`src/rtl/alu_pkg.sv`:
```
// Shared definitions for the ALU sequencer: opcodes, FSM states and the
// write-back predicate.
package alu_pkg;

    localparam logic [2:0] OP_SUMA        = 3'd0;
    localparam logic [2:0] OP_COMPLEMENTO = 3'd1;
    localparam logic [2:0] OP_SHIFT_L     = 3'd2;
    localparam logic [2:0] OP_SHIFT_R     = 3'd3;
    localparam logic [2:0] OP_COMPC       = 3'd4;
    localparam logic [2:0] OP_COMPN       = 3'd5;
    localparam logic [2:0] OP_LOAD        = 3'd6;
    localparam logic [2:0] OP_SAVE        = 3'd7;

    typedef enum logic [2:0] {
        S_IDLE  = 3'd0,
        S_FETCH = 3'd1,
        S_LATCH = 3'd2,
        S_EXEC  = 3'd3,
        S_WB    = 3'd4,
        S_RESP  = 3'd5
    } state_t;

    // Comparisons only report status; every other unit updates the register.
    function automatic logic writes_back(input logic [2:0] opcode);
        return (opcode != OP_COMPC) && (opcode != OP_COMPN);
    endfunction

endpackage

```
`src/rtl/alu_watchdog.sv`:
```
// Execution watchdog: loads TIMEOUT_CYC on clear, counts down while run is
// high and flags the last allowed cycle so the sequencer can give up.
module alu_watchdog #(
    parameter int TIMEOUT_CYC = 16
) (
    input  logic clk,
    input  logic rst,
    input  logic clear,
    input  logic run,
    output logic expired
);

    localparam logic [7:0] LOAD_VAL = 8'(TIMEOUT_CYC);

    logic [7:0] count;

    // Down-counter; stops at zero so it never wraps if run lingers.
    always_ff @(posedge clk) begin
        if (rst) begin
            count <= '0;
        end else if (clear) begin
            count <= LOAD_VAL;
        end else if (run && (count != 8'd0)) begin
            count <= count - 8'd1;
        end
    end

    // count == 1 marks the TIMEOUT_CYC-th running cycle.
    assign expired = run && (count == 8'd1);

endmodule

```
`src/rtl/alu_sequencer.sv`:
```
// One-instruction-at-a-time ALU sequencer: accept command, read operand pair,
// enable the selected unit, wait for its done, merge the nibble result back
// into the register and hand out a response.
module alu_sequencer
    import alu_pkg::*;
#(
    parameter int TIMEOUT_CYC = 16,
    parameter int RF_AW       = 3
) (
    input  logic             clk,
    input  logic             rst,
    input  logic             cmd_valid,
    output logic             cmd_ready,
    input  logic [2:0]       cmd_opcode,
    input  logic [RF_AW-1:0] cmd_reg,
    input  logic             cmd_pos,
    output logic             rf_rd_en,
    output logic [RF_AW-1:0] rf_rd_addr,
    input  logic [7:0]       rf_rd_data,
    output logic [7:0]       op_en,
    output logic [7:0]       op_data,
    input  logic [7:0]       unit_done,
    input  logic [3:0]       unit_result,
    output logic             rf_wr_en,
    output logic [RF_AW-1:0] rf_wr_addr,
    output logic [7:0]       rf_wr_data,
    output logic             resp_valid,
    input  logic             resp_ready,
    output logic [3:0]       resp_result,
    output logic             resp_err,
    output logic             busy
);

    state_t           state;
    state_t           state_next;
    logic [2:0]       opc_q;
    logic [RF_AW-1:0] reg_q;
    logic             pos_q;
    logic [7:0]       op_data_q;
    logic [3:0]       result_q;
    logic             err_q;
    logic             unit_hit;
    logic             wd_clear;
    logic             wd_run;
    logic             wd_expired;

    // Only the selected unit's done bit matters; the others are ignored.
    assign unit_hit = unit_done[opc_q];
    assign wd_clear = (state == S_LATCH);
    assign wd_run   = (state == S_EXEC);

    alu_watchdog #(
        .TIMEOUT_CYC (TIMEOUT_CYC)
    ) u_watchdog (
        .clk     (clk),
        .rst     (rst),
        .clear   (wd_clear),
        .run     (wd_run),
        .expired (wd_expired)
    );

    // State register.
    always_ff @(posedge clk) begin
        if (rst) begin
            state <= S_IDLE;
        end else begin
            state <= state_next;
        end
    end

    // Next-state logic; a done in the timeout cycle still wins over the timeout.
    always_comb begin
        state_next = state;
        unique case (state)
            S_IDLE:  if (cmd_valid && cmd_ready) state_next = S_FETCH;
            S_FETCH: state_next = S_LATCH;
            S_LATCH: state_next = S_EXEC;
            S_EXEC: begin
                if (unit_hit) begin
                    state_next = S_WB;
                end else if (wd_expired) begin
                    state_next = S_RESP;
                end
            end
            S_WB:    state_next = S_RESP;
            S_RESP:  if (resp_ready) state_next = S_IDLE;
            default: state_next = S_IDLE;
        endcase
    end

    // Strobes are registered from the next state so they are glitch-free and
    // line up exactly with the state they belong to; datapath captures here too.
    always_ff @(posedge clk) begin
        if (rst) begin
            cmd_ready  <= 1'b0;
            rf_rd_en   <= 1'b0;
            op_en      <= '0;
            rf_wr_en   <= 1'b0;
            rf_wr_data <= '0;
            resp_valid <= 1'b0;
            opc_q      <= '0;
            reg_q      <= '0;
            pos_q      <= 1'b0;
            op_data_q  <= '0;
            result_q   <= '0;
            err_q      <= 1'b0;
        end else begin
            cmd_ready  <= (state_next == S_IDLE);
            rf_rd_en   <= (state_next == S_FETCH);
            op_en      <= (state_next == S_EXEC) ? (8'b1 << opc_q) : 8'h00;
            rf_wr_en   <= (state_next == S_WB) && writes_back(opc_q);
            resp_valid <= (state_next == S_RESP);

            if ((state == S_IDLE) && cmd_valid && cmd_ready) begin
                opc_q <= cmd_opcode;
                reg_q <= cmd_reg;
                pos_q <= cmd_pos;
            end

            if (state == S_LATCH) begin
                op_data_q <= rf_rd_data;
            end

            if (state == S_EXEC) begin
                if (unit_hit) begin
                    result_q   <= unit_result;
                    err_q      <= 1'b0;
                    rf_wr_data <= pos_q ? {op_data_q[7:4], unit_result}
                                        : {unit_result, op_data_q[3:0]};
                end else if (wd_expired) begin
                    result_q <= 4'h0;
                    err_q    <= 1'b1;
                end
            end
        end
    end

    assign rf_rd_addr  = reg_q;
    assign rf_wr_addr  = reg_q;
    assign op_data     = op_data_q;
    assign resp_result = result_q;
    assign resp_err    = err_q;
    assign busy        = (state != S_IDLE);

endmodule

```
`config.mk`:
```
export PLATFORM = sky130hd
export DESIGN_NAME = alu_sequencer
export DESIGN_NICKNAME = d
export VERILOG_FILES = /design/src/rtl/alu_pkg.sv /design/src/rtl/alu_watchdog.sv /design/src/rtl/alu_sequencer.sv
export SDC_FILE = /design/constraint.sdc
export NUM_CORES = 1
export LEC_CHECK = 0
export CORE_ASPECT_RATIO = 1.2
export CORE_MARGIN = 4
export CORE_UTILIZATION = 48
export DETAILED_ROUTE_END_ITERATION = 16
export GPL_TIMING_DRIVEN = 0
export PLACE_DENSITY = 0.87
export SETUP_SLACK_MARGIN = 0.3
export SLEW_MARGIN = 5
export SYNTH_ARGS = -nofsm -noshare
export SYNTH_HDL_FRONTEND = slang
export SYNTH_SLANG_ARGS = --single-unit
```
`constraint.sdc`:
```
create_clock -name clk -period 2 [get_ports clk]
set_input_delay 0.4 -clock clk [delete_from_list [all_inputs] [get_ports clk]]
set_output_delay 0.4 -clock clk [all_outputs]
set_load 0.01 [all_outputs]
```
Yosys cells after proc, flatten, opt, wreduce, memory -nomap -nowiden
Cells that the tools add are included.
{"block": "classes", "add_sub_neg": 1, "magnitude_cmp": 1, "eq_ne": 12, "n_shift": 1, "n_mux": 14, "bitwise_logic": 1, "reduce_logical": 17}
{"operator": "case mux 3 bit (6 select lines)", "n": 1}
{"operator": "== test 3 bit (second input constant)", "n": 4}
{"operator": "two-way mux 3 bit", "n": 4}
{"operator": "two-way mux 5 bit", "n": 2}
{"operator": "== test 3 x 2 -> 1 bit (second input constant)", "n": 3}
{"operator": "== test 8 x 1 -> 1 bit (second input constant)", "n": 1}
{"operator": "two-way mux 4 bit", "n": 2}
{"operator": "two-way mux 8 bit", "n": 1}
{"operator": "nonzero test 8 bit", "n": 1}
{"operator": "left shift 1 x 3 -> 8 bit (first input constant)", "n": 1}
{"operator": "subtractor 8 x 1 -> 8 bit (second input constant)", "n": 1}
{"operator": "logical AND 1 bit", "n": 7}
{"operator": "== test 3 x 1 -> 1 bit (second input constant)", "n": 2}
{"operator": "logical NOT 3 bit", "n": 2}
{"operator": "inequality test 3 bit (second input constant)", "n": 2}
{"operator": "< comparator 3 x 4 -> 1 bit (second input constant)", "n": 1}
{"operator": "AND reduction 2 bit", "n": 2}
{"operator": "nonzero test 2 bit", "n": 2}
{"operator": "OR reduction 2 bit", "n": 2}
{"operator": "binary-select mux 1 bit (select 3 bit)", "n": 1}
{"operator": "two-way mux 1 bit", "n": 3}
{"operator": "nonzero test 3 bit", "n": 1}
{"operator": "NOT 1 bit", "n": 1}
{"block": "totals", "ff_bits": 51, "input_bits": 31, "output_inout_bits": 40, "wordCells": 62}

Depth between registers and ports, before layout
Gate-level depths: netlist (run 1).
{"block": "logic_depth", "ltp_word": 8, "ltp_mapped": 7, "mapped_depth_nobuf": 6}

Cells and area by module
Synthesis (run 1) repeated with hierarchy kept, for this count alone.
{"block": "unflattened", "cells_unflattened": 253, "area_unflattened_um2": 2341.0}
{"module": "alu_sequencer", "instances": 1, "cells_each": 197, "area_each_um2": 1828.0, "seq_area_each_um2": 860.8}
{"module": "alu_watchdog", "instances": 1, "cells_each": 56, "area_each_um2": 513.0, "seq_area_each_um2": 160.2}

Worst setup path before layout (run 1)
OpenSTA, ideal clock, no wires.
{"block": "synth_path", "path_kind": "reg2reg", "from": "register u_watchdog.count[3]", "to": "register u_watchdog.count[2]", "setup_ps": 120, "arrival_time_ps": 1475, "required_time_ps": 1880, "setup_slack_ps": 405, "stages_incl_launch_ff": 5, "n_path_buf": 0, "path_cell_list": "dfxtp_1 -> or4_4 -> or3_1 -> a32oi_1 -> nor2_1"}
{"block": "synth_between", "elab_chain_len": 2}
{"item": "start, declared", "line_no": "alu_watchdog.sv:15", "rtl": "logic [7:0] count;"}
{"item": "start signal, assigned", "line_no": "alu_watchdog.sv:24", "rtl": "count <= count - 8'd1;"}
{"item": "nonzero test 8 bit", "line_no": "alu_watchdog.sv:23", "rtl": "end else if (run && (count != 8'd0)) begin"}
{"item": "logical AND 1 bit", "line_no": "alu_watchdog.sv:23"}
No other way between the ends.
A chain may end at the register's enable or synchronous reset.

Worst setup path in the final report (run 1)
{"block": "layout_path", "from": "register opc_q[1]", "to": "register rf_wr_data[2]"}
{"block": "layout_between", "elab_chain_len": 3}
{"item": "start, declared", "line_no": "alu_sequencer.sv:36", "rtl": "logic [2:0] opc_q;"}
{"item": "start signal, assigned", "line_no": "alu_sequencer.sv:115", "rtl": "opc_q <= cmd_opcode;"}
{"item": "binary-select mux 1 bit (select 3 bit)", "line_no": "alu_sequencer.sv:48", "rtl": "assign unit_hit = unit_done[opc_q];"}
{"item": "two-way mux 1 bit (not written as such)", "line_no": "alu_sequencer.sv:48"}
{"item": "AND reduction 2 bit (no line)"}
{"item": "end signal, assigned", "line_no": "alu_sequencer.sv:128", "rtl": "rf_wr_data <= pos_q ? {op_data_q[7:4], unit_result}"}
{"item": "end, declared", "line_no": "alu_sequencer.sv:26", "rtl": "output logic [7:0] rf_wr_data,"}
No other way between the ends. The select of a mux whose other input is x is not followed.

==> results.toml, run 1 <==
[outcome]
status = "completed"

[cts]
root_buffer = "clkbuf_8"
cts_buffers = 5
clkLatencyLatePin_ns = 0.31
cts_buffer_depth = 2
clock_sinks = 51
ctsHoldBuffers = 0
clkTransAtPathRegs_ns = 0.09
htreeDepth = 2
cts_tree = "yes"

[routing]
drt_wl_total_mm = 8.15
via_per_inst = 6.10
via_count = 2513
route.detailed.drc = 0
post_drt_wl_per_cell_um = 19.8
drt_iter0_markers = 188
first_pass_iters = 5
final_antenna_net_count = 0

[sta]
worst_slew_pin_slew_ns = 0.764
skew_ns = 0.00985
fin_crit_sh = 0.902
max-slew-margin-rel = 0.490
tns_ns = 0
finalSetupViolCount = 0
worst_slack_ns = 0.196
slew_violations = 0
fmax_ghz = 0.554
hold_viol_final = 0
rsz0062_at_grt = "true"
period_needed_ns = 1.80

[worst_setup_path]
start_kind = "flop"
critPathKind = "reg -> reg"
crit_chain = "buf_6 > mux2i_4 > a32o_4 > buf_6 > nor3_4 > clkbuf_16 > a211oi_2"
worstPathMaxFanout = 6
rr_startpoint = "opc_q[1]"
worstSetupEndpointType = "flop"
critPathMostFrequentCell = "buf_6"
cp.required_ns = 2.17
slowest_stage = "a32o_4"
crit_start = "opc_q[1]"
slowest_delay_ns = 0.36
cp.arrival_ns = 1.97

[logic_synthesis]
yosysWarnings = 0
synth_area_um2 = 2490
synth_cell_types = 55
synth_top_area_share = 0.410
postSynthCellCount = 257
synth-edff-count = 0
synth_area_leaders = "dfxtp_1 (41%), mux2i_1 (7.2%), a2111oi_2 (5.4%)"
synthArstFlopShare = 0
syn-mean-instance-area_um2 = 9.70
synthFlopType = "dfxtp_1"
syn_nets = 291
synth_top_area_cell = "dfxtp_1"
seq_area_frac_synth = 0.410
synth.ff_latch_count = 51

[place]
gp_congestion = 0.779
port_buffers = 69
dp.final_hpwl_mm = 4.58
place_ws_ns = -0.170
place_inst = 386

[cells_and_area]
syn_to_final_growth_pct = 57.8
utilization = 0.790
drive_gt1_frac = 0.290
antenna_cells = 0
nFillCells = 285
stdcell_count = 412
nets = 385

[die]
die_w_um = 73.8
start_util = 0.501
design.die.area_um2 = 6410
rows = 28
core_um2 = 4970
fp.dieH_um = 86.9
io_pins = 71

[power]
p_sw_frac = 0.315
combinationalPowerShare = 0.322
clockPowerShare = 0.269
power.switching_uw = 846
internal-power_mw = 1.84
p_seq_frac = 0.410
power.total_mw = 2.69
peakVddDrop_mv = 0.590
p_per_area_nw_per_um2 = 683
p_leak_nw = 1.41

[global_routing]
antenna_found_initial = 0
grt_pass1_wl_mm = 10.6
grt-ovfl-total = 0
grt_pass1_vias = 2287
grt_max_degree = 17
grtUsageTotal = 0.211

[min_path]
hp-start = "op_data[4]"
hold_class = "reg -> reg"

[job]
cap_violations = 0
[power groups by stage]
stage                     clock network, mW  registers (mW)  logic (mW)
after floorplan                           0            1.13       0.370
after global placement                    0            1.12       0.590
after detailed placement                  0            1.12       0.600
after CTS                             0.731            1.10       0.692
after global routing                  0.774            1.11       0.903
final                                 0.721            1.10       0.864
[critical path, delay by kind of cell, from the launching register on]
kind | cells | cell delay, ns
AO/OA/AOI/OAI | 2 | 0.42
buffers and inverters | 3 | 0.48
flip-flops | 1 | 0.33
multiplexers | 1 | 0.20
AND/OR/NAND/NOR | 1 | 0.24
[cell type report]
type | instances | area (um^2) | area share
Inverter | 8 | 30.0 | 0.00764
Buffer | 21 | 153 | 0.0388
Multi-Input combinational cell | 177 | 1610 | 0.409
Sequential cell | 51 | 1030 | 0.262
Clock inverter | 3 | 43.8 | 0.0111
Tap cell | 60 | 75.1 | 0.0191
Timing Repair Buffer | 87 | 922 | 0.234
Clock buffer | 5 | 68.8 | 0.0175
[sequential cells by signal, indices dropped and copies added (netlist names)]
signal / cells
op_en: 8
pos_q: 1
opc_q: 3
rf_wr_en: 1
rf_wr_data: 8
state: 3
resp_valid: 1
resp_result: 4
u_watchdog.count: 8
rf_rd_en: 1
rf_rd_addr: 3
resp_err: 1
cmd_ready: 1
op_data: 8
[Yosys cell counts, types with 6 or more instances]
cell type / instances
clkbuf_1: 6
a31oi_1: 9
a211oi_1: 10
inv_1: 8
nor2_1: 19
buf_2: 8
a21oi_1: 20
a2111oi_2: 9
dfxtp_1: 51
mux2i_1: 18
nand2_1: 27
[cells in the final DEF, fill, tap and decap left out, drive strengths merged, types with 2 or more instances in the layout]
cell and instances:
nor3 3, o21ai 4, dfxtp 51, nand2 27, nand4 4, a211oi 11
nor2 20, or3 3, clkbuf 13, clkdlybuf4s50 57, a32o 2, buf 32
a22oi 2, xor2 4, mux2i 19, nand3 3, o311ai 7, ha 3
a31oi 9, a32oi 4, a21oi 20, or4 2, dlymetal6s2s 11, clkinv 2
nor2b 4, a2111oi 9, inv 8
[per-layer routing]
metal	vias to the layer above	GRT usage	part of all wire
met5	-	0	0
met4	0	0.0741	0.041
met3	34	0.0393	0.074
met2	141	0.375	0.52
met1	1198	0.250	0.36
li1	1140	-	-
[worst paths after layout]
kind,endpoint,slack [ns],cells after the start
max,rf_wr_data[2],0.20,7
max reg2reg,rf_wr_data[2],0.20,7
min reg2reg,op_data[4],0.48,2
min,op_data[4],0.48,2
[stage by stage]
stage                     hold slack, ns  instance area (um^2)
after floorplan                    0.489                  2490
after global placement             0.460                  3260
after detailed placement           0.460                  3260
after CTS                          0.473                  3560
after global routing               0.498                  3930
final                              0.475                  3930
[what timing repair did]
item	CTS	global route
setup buffers	9	7
pin swaps	7	8
resized for setup	27	63
endpoints found under the setup margin	18	41
gates cloned	0	2
[cells by family (layout without fill, tap and decap cells)]
kind of cell,after synthesis,after routing,share of synthesized area
AOI/OAI and AO/OA,74,74,0.257
xor gates and xnor gates,5,5,0.0176
adders and majority gates,3,3,0.0151
buffers and inverters,29,124,0.0612
DFF,51,51,0.410
muxes,19,19,0.0778
and+or+nand+nor,76,76,0.162
Note: power is estimated with default switching activity, not from simulation.
==> run 2: changes to the inputs <==
CORE_UTILIZATION = 51   (was 48)
PLACE_DENSITY = 0.92   (was 0.87)
clock period = 2.2 ns   (was 2 ns; I/O delays follow)
==> run 2 against run 1 <==
  * First-iteration DRC count fell by 32%
  * Flip-flop and latch count did not move
  * Highest routed layer unchanged
  * Largest cell class unchanged
  * Power fell by 19%
  * Critical path type is now in -> reg
  * Hold slack barely moved
==> results.toml, run 2 (synthesized netlist as in run 1, its figures left out) <==
[cts]
cts_buffer_depth = 2
clock_sinks = 51
cts_buffers = 5
clkTransAtPathRegs_ns = 0.09
root_buffer = "clkbuf_8"
clkLatencyLatePin_ns = 0.30
htreeDepth = 2
cts_tree = "yes"

[cells_and_area]
antenna_cells = 0
final_cell_mix = "clkdlybuf4s50_1 (68), dfxtp_1 (51), nand2_1 (27)"
stdcell_count = 392
syn_to_final_growth_pct = 36.5
drive_gt1_frac = 0.153
nets = 367
layout_commonest_cell = "clkdlybuf4s50_1"

[routing]
via_per_inst = 5.88
first_pass_iters = 4
route.detailed.drc = 0
final_antenna_net_count = 0
drt_wl_total_mm = 6.58
via_count = 2306
post_drt_wl_per_cell_um = 16.8
drt_iter0_markers = 127

[worst_setup_path]
start_kind = "input port"
critPathKind = "in -> reg"
worstSetupEndpointType = "flop"
cp.arrival_ns = 2.01
worstPathMaxFanout = 8
cp.required_ns = 2.36

[place]
gp_congestion = 0.766
place_inst = 384
dp.final_hpwl_mm = 4.82
place_ws_ns = -0.00748
port_buffers = 69

[die]
rows = 27
die_w_um = 71.8
fp.dieH_um = 84.6
core_um2 = 4660
io_pins = 71
start_util = 0.535
design.die.area_um2 = 6070

[sta]
slew_violations = 0
max-slew-margin-rel = 0.574
rsz0062_at_grt = "true"
worst_slew_pin_slew_ns = 0.639
fin_crit_sh = 0.838
skew_ns = 0.00550
fmax_ghz = 0.542
worst_slack_ns = 0.356
hold_viol_final = 0
whs_ns = 0.475
period_needed_ns = 1.84
finalSetupViolCount = 0

[power]
p_leak_nw = 1.14
p_per_area_nw_per_um2 = 639
peakVddDrop_mv = 0.426

[outcome]
status = "completed"

[global_routing]
grt_pass1_vias = 2348
grt-ovfl-total = 0
grt_max_degree = 16
antenna_found_initial = 0
grt_pass1_wl_mm = 10.9
grtUsageTotal = 0.220

[min_path]
hold_class = "reg -> reg"

[job]
cap_violations = 0
-- run 2: path summary, 6_finish.rpt --
kind | start | cells after the start | endpoint | slack (ns)
min reg2reg | op_data[6] | 2 | op_data[6] | 0.48
min | op_data[6] | 2 | op_data[6] | 0.48
max reg2reg | state[2] | 6 | rf_wr_data[4] | 0.39
max | unit_done[5] | 5 | op_en[5] | 0.36
-- run 2: layout make-up --
class                           count  area (um^2)
Sequential cell                    51         1020
Timing Repair Buffer               69          686
Tap cell                           58         72.6
Buffer                             21          128
Multi-Input combinational cell    177         1360
Inverter                            8         30.0
Clock buffer                        7         96.3
Fill cell                         361         1260
Clock inverter                      1         7.51
-- run 2: repair_timing --
item | in CTS | in global routing
pin swaps | 0 | 1
setup endpoints to repair | 1 | 10
hold buffers | 0 | 0
endpoints found under the hold margin | 0 | 0
gates resized for setup | 5 | 7
setup buffers | 0 | 0
-- run 2: report_power, final --
group          total, mW  switching (mW)  internal (mW)
Combinational      0.575           0.327          0.248
Sequential         0.998          0.0323          0.965
Clock              0.601           0.314          0.287
Total               2.17           0.673           1.50
-- run 2: worst max-delay path: stages --
cell	delay, ns
clkdlybuf4s50_1	0.50
mux2i_4	0.09
a32o_4	0.38
a211oi_4	0.48
a2111oi_2	0.11
-- run 2: per-layer routing --
layer / vias up / track usage / part of all wire
li1: 1106 / - / -
met1: 1107 / 0.246 / 0.39
met2: 81 / 0.397 / 0.53
met3: 12 / 0.0479 / 0.054
met4: 0 / 0.0838 / 0.020
met5: - / 0 / 0
-- run 2: stage by stage --
step	TNS, ns	utilization	cell area [um^2]	power, mW
after CTS	0	0.723	3370	2.16
after detailed placement	-0.0113	0.698	3260	1.57
after global routing	0	0.730	3400	2.27
after floorplan	0	-	2490	1.36
after global placement	0	0.698	3260	1.55
final	0	0.730	3400	2.17
